## src/rtl/tone_generator_multi.sv

```systemverilog
// rtl/tone_generator_multi.sv - time-multiplexed N-voice phase-accumulator tone generator
//
// Optional feature macro: TONE_GENERATOR_MULTI_NOISE_EN (per-voice 23-bit noise LFSRs).
//
// Ports:
//   clk, rst            clock, asynchronous active-low reset
//   sample_tick         one-cycle pulse starting a sweep over all voices
//   cfg_we/cfg_voice/cfg_reg/cfg_data  register write (0 freq, 1 pulse width, 2 control)
//   dout/dout_voice/dout_valid  registered sample of one voice per cycle
//   sweep_done          pulses with the last voice's sample
//   busy                sweep in progress
//   overrun             pulse: sample_tick arrived while busy
module tone_generator_multi #(
    parameter int NUM_VOICES       = 3,
    parameter int FREQ_BITS        = 16,
    parameter int PULSEWIDTH_BITS  = 12,
    parameter int OUTPUT_BITS      = 12,
    parameter int ACCUMULATOR_BITS = 24,
    parameter int NOISE_BIT        = 19
) (
    input  logic                          clk,
    input  logic                          rst,
    input  logic                          sample_tick,
    input  logic                          cfg_we,
    input  logic [$clog2(NUM_VOICES)-1:0] cfg_voice,
    input  logic [1:0]                    cfg_reg,
    input  logic [15:0]                   cfg_data,
    output logic [OUTPUT_BITS-1:0]        dout,
    output logic [$clog2(NUM_VOICES)-1:0] dout_voice,
    output logic                          dout_valid,
    output logic                          sweep_done,
    output logic                          busy,
    output logic                          overrun
);
    localparam int VW = $clog2(NUM_VOICES);
    localparam int AW = ACCUMULATOR_BITS;
    localparam int OW = OUTPUT_BITS;
    localparam int PW = PULSEWIDTH_BITS;
    localparam int CW = 6;

    typedef enum logic {IDLE, SWEEP} state_t;

    state_t                state_q, state_d;
    logic [VW-1:0]         vcnt_q, vcnt_d;
    logic [AW-1:0]         acc_q   [NUM_VOICES];
    logic [AW-1:0]         acc_d   [NUM_VOICES];
    logic [NUM_VOICES-1:0] ovf_q, ovf_d;
    logic [FREQ_BITS-1:0]  freq_q  [NUM_VOICES];
    logic [FREQ_BITS-1:0]  freq_d  [NUM_VOICES];
    logic [PW-1:0]         pw_q    [NUM_VOICES];
    logic [PW-1:0]         pw_d    [NUM_VOICES];
    logic [CW-1:0]         ctrl_q  [NUM_VOICES];
    logic [CW-1:0]         ctrl_d  [NUM_VOICES];
`ifdef TONE_GENERATOR_MULTI_NOISE_EN
    logic [22:0]           lfsr_q  [NUM_VOICES];
    logic [22:0]           lfsr_d  [NUM_VOICES];
    logic [22:0]           lfsr_new;
`endif
    logic [OW-1:0]         dout_q, dout_d;
    logic [VW-1:0]         dout_voice_q, dout_voice_d;
    logic                  dout_valid_q, dout_valid_d;
    logic                  sweep_done_q, sweep_done_d;
    logic                  overrun_q, overrun_d;

    // Shared per-voice datapath, always evaluated for the voice under vcnt_q.
    logic [VW-1:0]         src;
    logic [AW:0]           sum;
    logic                  sync_hit;
    logic [AW-1:0]         acc_new;
    logic                  ovf_new;
    logic [CW-1:0]         ctrl_v;
    logic                  tri_inv;
    logic [OW-1:0]         saw_w, tri_w, pulse_w, noise_w, sample;
    logic                  last_voice;
    logic                  cfg_hit;

    always_comb begin
        ctrl_v   = ctrl_q[vcnt_q];
        src      = (vcnt_q == '0) ? VW'(NUM_VOICES - 1) : vcnt_q - VW'(1);
        sum      = {1'b0, acc_q[vcnt_q]} + {{(AW + 1 - FREQ_BITS){1'b0}}, freq_q[vcnt_q]};
        // ovf_q[src] already holds this sweep's carry for v>0, last sweep's for v=0.
        sync_hit = ctrl_v[5] & ovf_q[src];
        acc_new  = sync_hit ? '0 : sum[AW-1:0];
        ovf_new  = sync_hit ? 1'b0 : sum[AW];
        saw_w    = acc_new[AW-1 -: OW];
        tri_inv  = acc_new[AW-1] ^ (ctrl_v[4] & acc_q[src][AW-1]);
        tri_w    = acc_new[AW-2 -: OW] ^ {OW{tri_inv}};
        pulse_w  = (acc_new[AW-1 -: PW] >= pw_q[vcnt_q]) ? {OW{1'b1}} : '0;
`ifdef TONE_GENERATOR_MULTI_NOISE_EN
        lfsr_new = lfsr_q[vcnt_q];
        if (acc_new[NOISE_BIT] && !acc_q[vcnt_q][NOISE_BIT]) begin
            lfsr_new = {lfsr_q[vcnt_q][21:0], lfsr_q[vcnt_q][22] ^ lfsr_q[vcnt_q][17]};
        end
        noise_w  = ctrl_v[0] ? lfsr_new[22 -: OW] : {OW{1'b1}};
`else
        noise_w  = {OW{1'b1}};
`endif
        sample   = noise_w
                 & (ctrl_v[1] ? pulse_w : {OW{1'b1}})
                 & (ctrl_v[2] ? tri_w   : {OW{1'b1}})
                 & (ctrl_v[3] ? saw_w   : {OW{1'b1}});
        last_voice = (vcnt_q == VW'(NUM_VOICES - 1));
        cfg_hit    = cfg_we && ({1'b0, cfg_voice} < (VW + 1)'(NUM_VOICES));
    end

    always_comb begin
        state_d      = state_q;
        vcnt_d       = vcnt_q;
        acc_d        = acc_q;
        ovf_d        = ovf_q;
        freq_d       = freq_q;
        pw_d         = pw_q;
        ctrl_d       = ctrl_q;
`ifdef TONE_GENERATOR_MULTI_NOISE_EN
        lfsr_d       = lfsr_q;
`endif
        dout_d       = dout_q;
        dout_voice_d = dout_voice_q;
        dout_valid_d = 1'b0;
        sweep_done_d = 1'b0;
        overrun_d    = 1'b0;

        case (state_q)
            IDLE: begin
                if (sample_tick) begin
                    state_d = SWEEP;
                    vcnt_d  = '0;
                end
            end
            SWEEP: begin
                overrun_d         = sample_tick;
                acc_d[vcnt_q]     = acc_new;
                ovf_d[vcnt_q]     = ovf_new;
`ifdef TONE_GENERATOR_MULTI_NOISE_EN
                lfsr_d[vcnt_q]    = lfsr_new;
`endif
                dout_d            = sample;
                dout_voice_d      = vcnt_q;
                dout_valid_d      = 1'b1;
                sweep_done_d      = last_voice;
                vcnt_d            = vcnt_q + VW'(1);
                if (last_voice) begin
                    state_d = IDLE;
                    vcnt_d  = '0;
                end
            end
            default: state_d = IDLE;
        endcase

        // Config fields are disjoint from sweep state, so a same-cycle write
        // to the active voice lands after this update and is seen next sweep.
        if (cfg_hit) begin
            case (cfg_reg)
                2'd0:    freq_d[cfg_voice] = cfg_data[FREQ_BITS-1:0];
                2'd1:    pw_d[cfg_voice]   = cfg_data[PW-1:0];
                2'd2:    ctrl_d[cfg_voice] = cfg_data[CW-1:0];
                default: ;
            endcase
        end
    end

    always_ff @(posedge clk or negedge rst) begin
        if (!rst) begin
            state_q      <= IDLE;
            vcnt_q       <= '0;
            ovf_q        <= '0;
            for (int i = 0; i < NUM_VOICES; i++) begin
                acc_q[i]  <= '0;
                freq_q[i] <= '0;
                pw_q[i]   <= '0;
                ctrl_q[i] <= '0;
`ifdef TONE_GENERATOR_MULTI_NOISE_EN
                lfsr_q[i] <= 23'h7FFFFF;
`endif
            end
            dout_q       <= '0;
            dout_voice_q <= '0;
            dout_valid_q <= 1'b0;
            sweep_done_q <= 1'b0;
            overrun_q    <= 1'b0;
        end else begin
            state_q      <= state_d;
            vcnt_q       <= vcnt_d;
            acc_q        <= acc_d;
            ovf_q        <= ovf_d;
            freq_q       <= freq_d;
            pw_q         <= pw_d;
            ctrl_q       <= ctrl_d;
`ifdef TONE_GENERATOR_MULTI_NOISE_EN
            lfsr_q       <= lfsr_d;
`endif
            dout_q       <= dout_d;
            dout_voice_q <= dout_voice_d;
            dout_valid_q <= dout_valid_d;
            sweep_done_q <= sweep_done_d;
            overrun_q    <= overrun_d;
        end
    end

    assign dout       = dout_q;
    assign dout_voice = dout_voice_q;
    assign dout_valid = dout_valid_q;
    assign sweep_done = sweep_done_q;
    assign overrun    = overrun_q;
    assign busy       = (state_q == SWEEP);

    logic unused_ok;
    assign unused_ok = ^{cfg_data, ctrl_v[0], sum[AW]};
endmodule
```

## config.mk

```make
export PLATFORM = sky130hd
export DESIGN_NAME = tone_generator_multi
export DESIGN_NICKNAME = d
export VERILOG_FILES = /design/src/rtl/tone_generator_multi.sv
export SDC_FILE = /design/constraint.sdc
export NUM_CORES = 1
export LEC_CHECK = 0
export CAP_MARGIN = 20
export CORE_MARGIN = 4
export CORE_UTILIZATION = 45
export DETAILED_ROUTE_END_ITERATION = 16
export PLACE_DENSITY = 0.62
export SLEW_MARGIN = 10
export SYNTH_ARGS = -nofsm -noshare
export SYNTH_HDL_FRONTEND = slang
export SYNTH_SLANG_ARGS = --single-unit
```

## constraint.sdc

```tcl
create_clock -name clk -period 18 [get_ports clk]
set_input_delay 1.8 -clock clk [delete_from_list [all_inputs] [get_ports clk]]
set_output_delay 1.8 -clock clk [all_outputs]
set_load 0.01 [all_outputs]
```

==> impl_metrics.tcl <==
set metrics [dict create \
    status "finished clean" \
    fin_ws_ns 11.09 \
    area_growth_pct 12.2 \
    clk_pin_slew_ns 0.08 \
    cp_top_family "compound AO/OA/AOI/OAI gates" \
    io_buffers 41 \
    cts_buffer_depth 2 \
    wl_per_cell_um 19.1 \
    skew_ns 0.0143 \
    gp_congestion 0.854 \
    hold_path.class "flip-flop to flip-flop" \
    ctsHtreeMaxLevel 4 \
    drv_cap 0 \
    insertion_delay_ns 0.44 \
    via_per_inst 5.81 \
    start_util_pct 45.7 \
    p_per_area_mw_per_mm2 173 \
    layout_worst_path_cycle_share_pct 38.4 \
    yosysTopAreaCell "dfrtp_1" \
    fin_cells 1321 \
    worstPathRequired_ns 18.33 \
    tritoncts "yes" \
    row_count 55 \
    grt_pass1_vias 7396 \
    synthFlopType "dfrtp_1" \
    tightest_slew_ns 1.08 \
    cp_max_fo 66 \
    crit_buf_inv 4 \
    core_area_mm2 0.0226 \
    synth-warning-count 0 \
    ant_nets 0 \
    cts.sinks 194 \
    min_period_ns 6.91 \
    synth_edf_count 0 \
    grt_usage_pct 20.4 \
    drt-initial-drc-count 560 \
    dpl_worst_slack_ns 11.18 \
    regArea_mm2 0.00486 \
    syn_nets 1066 \
    tns_ns 0 \
    syn_inst 1009 \
    max_freq_ghz 0.145 \
    endpoint_kind "flip-flop" \
    synth.top_cells.by_area "dfrtp_1 (47%), mux2_2 (11%), mux2i_1 (6.0%)" \
    path_cells "buf_4 -> nor2b_4 -> buf_4 -> a21oi_1 -> inv_1 -> ha_1 -> a211oi_1 -> nor3_1 -> o31a_1 -> o21ai_1 -> o21ai_0 -> nand3_1 -> inv_1 -> ha_1 -> a21o_1 -> a21o_1 -> a2111oi_0 -> o21ai_0 -> a41oi_1 -> nor2_1 -> a21boi_0 -> o211a_1" \
    start_kind "flip-flop" \
    dp_cells 1289 \
    grt_pass1_wl_mm 41.7 \
    drc 0 \
    wl_mm 25.3 \
    critPathKind "flip-flop to flip-flop" \
    met3_usage_pct 3.43 \
    syn_avg_cell_area_um2 10.3 \
    crit_arrival_ns 7.24 \
    final_core_util_pct 51.3 \
    post_cts_buffers 0 \
    hold_violations 0 \
    relSlewSlack_pct 27.7 \
    power_leakage_nw 5.13 \
    top_usage_layer "met1" \
    slew_viol_final 0 \
    drive_above_1_share_pct 15.5 \
    grtUsageMet2_pct 30.0 \
    finalSetupViolCount 0 \
    max-vdd-ir-drop_mv 0.0642 \
    dieWidth_um 160 \
    critPathSlowestCell "a41oi_1" \
    rsz0062_at_grt "false" \
    dieArea_mm2 0.0255 \
    fillers 2050 \
    yosysUniqueCellTypes 60 \
    via_count 7670 \
    syn_area_mm2 0.0104 \
    synth_top_area_share_pct 46.9 \
    use_met1_pct 30.9 \
    multi_input_area_mm2 0.00519 \
    ys_ff_latch 194 \
    ioPinCount 42 \
    die_h_um 160 \
    seq_area_frac_synth_pct 46.9 \
    overflow 0 \
    ctsHoldBuffers 0 \
    hpwl_mm 17.0 \
    fin_nets 1080 \
    clockRootBuffer "clkbuf_16" \
    drtPass1Iterations 5 \
    async_reset_ff_share_pct 100 \
    cts_resized 0 \
    max_stage_delay_ns 0.67 \
    grt_start_max_net_pins 123 \
    cts_buffers 17 \
    antenna_found_initial 0 \
    diodes 0 \
]
[state kept, by name, summed over array words and instances, names as in the netlist]
register and flops:
busy 1, dout_voice 2, acc_q 72, freq_q 48, dout_valid 1, vcnt_q 2
ovf_q 3, dout 12, sweep_done 1, ctrl_q 15, overrun 1, pw_q 36
[layer usage]
metal | up-vias | part of all wire [%]
li1 | 3657 | -
met3 | 33 | 4.1
met4 | 0 | 2.1
met1 | 3808 | 49
met5 | - | 0
met2 | 172 | 44
[synthesized netlist by cell type (13+ instances only)]
cell / number
nand2_1: 143
mux2_2: 103
dfrtp_1: 194
o31ai_1: 22
inv_1: 19
nor2_1: 44
nor3_1: 13
o21ai_0: 111
a21oi_1: 43
ha_1: 32
a21o_1: 14
nand3_1: 18
clkbuf_1: 46
mux2i_1: 62
[through the flow]
stage                     area, µm²  power, mW  hold slack, ns
after global routing          11600       2.18           0.503
after global placement        11000       1.59           0.459
after detailed placement      11000       1.61           0.466
after floorplan               10400       1.32           0.448
final                         11600       2.01           0.479
after CTS                     11600       2.02           0.483
[layout by cell type (no fill, tap or decap), types with 7 or more instances in the layout]
| cell type | count |
|---|---|
| dfrtp_1 | 192 |
| nand2_1 | 143 |
| o21ai_0 | 111 |
| mux2_2 | 103 |
| mux2i_1 | 62 |
| nor2_1 | 44 |
| a21oi_1 | 43 |
| clkdlybuf4s50_1 | 40 |
| ha_1 | 32 |
| o31ai_1 | 22 |
| inv_1 | 19 |
| nand3_1 | 18 |
| clkbuf_16 | 17 |
| a21o_1 | 14 |
| nor3_1 | 13 |
| a211oi_1 | 11 |
| buf_4 | 11 |
| nand2b_1 | 10 |
| o211ai_1 | 10 |
| nor2b_1 | 8 |
| xnor2_1 | 8 |
| or3_1 | 7 |
[kinds of logic (layout without fill, tap and decap cells)]
logic type / after synthesis / count (layout) / share of synthesized area [%]
AND/OR/NAND/NOR: 276 / 276 / 12.3
buffers and inverters: 77 / 104 / 3.03
AO/OA/AOI/OAI: 253 / 253 / 15.6
multiplexers: 165 / 165 / 17.2
flip-flops: 194 / 194 / 46.9
XOR/XNOR: 11 / 11 / 0.930
adder cells (fa/ha/maj): 33 / 33 / 4.06
[worst min-delay path, delay by kind of cell (launching register included)]
family / cells / cell delay [ns]
DFF: 1 / 0.34
AOI/OAI and AO/OA: 1 / 0.06
and+or+nand+nor: 1 / 0.04
[area by class of cell]
type | instances | share of cell area (%)
multi-input combinational | 738 | 44.7
timing repair buffer | 52 | 4.27
sequential | 194 | 41.8
inverter | 20 | 0.646
tap | 285 | 3.07
clock inverter | 15 | 1.85
clock buffer | 17 | 3.66
[power breakdown]
group,leakage [nW],switching (mW),internal (mW)
Sequential,2.45,0.0794,0.562
Combinational,2.38,0.583,0.377
Clock,0.307,0.191,0.215
[worst paths after layout]
kind | slack [ns] | endpoint | cells past startpoint | from
max | 11.09 | dout[10] | 22 | vcnt_q[0]
min | 0.48 | acc_q[63] | 2 | acc_q[63]
max reg2reg | 11.09 | dout[10] | 22 | vcnt_q[0]
min reg2reg | 0.48 | acc_q[63] | 2 | acc_q[63]
max in group asynchronous | 14.91 | vcnt_q[1] | 2 | rst
min in group asynchronous | 1.51 | freq_q[34] | 1 | rst
(Power assumes the default switching activity.)
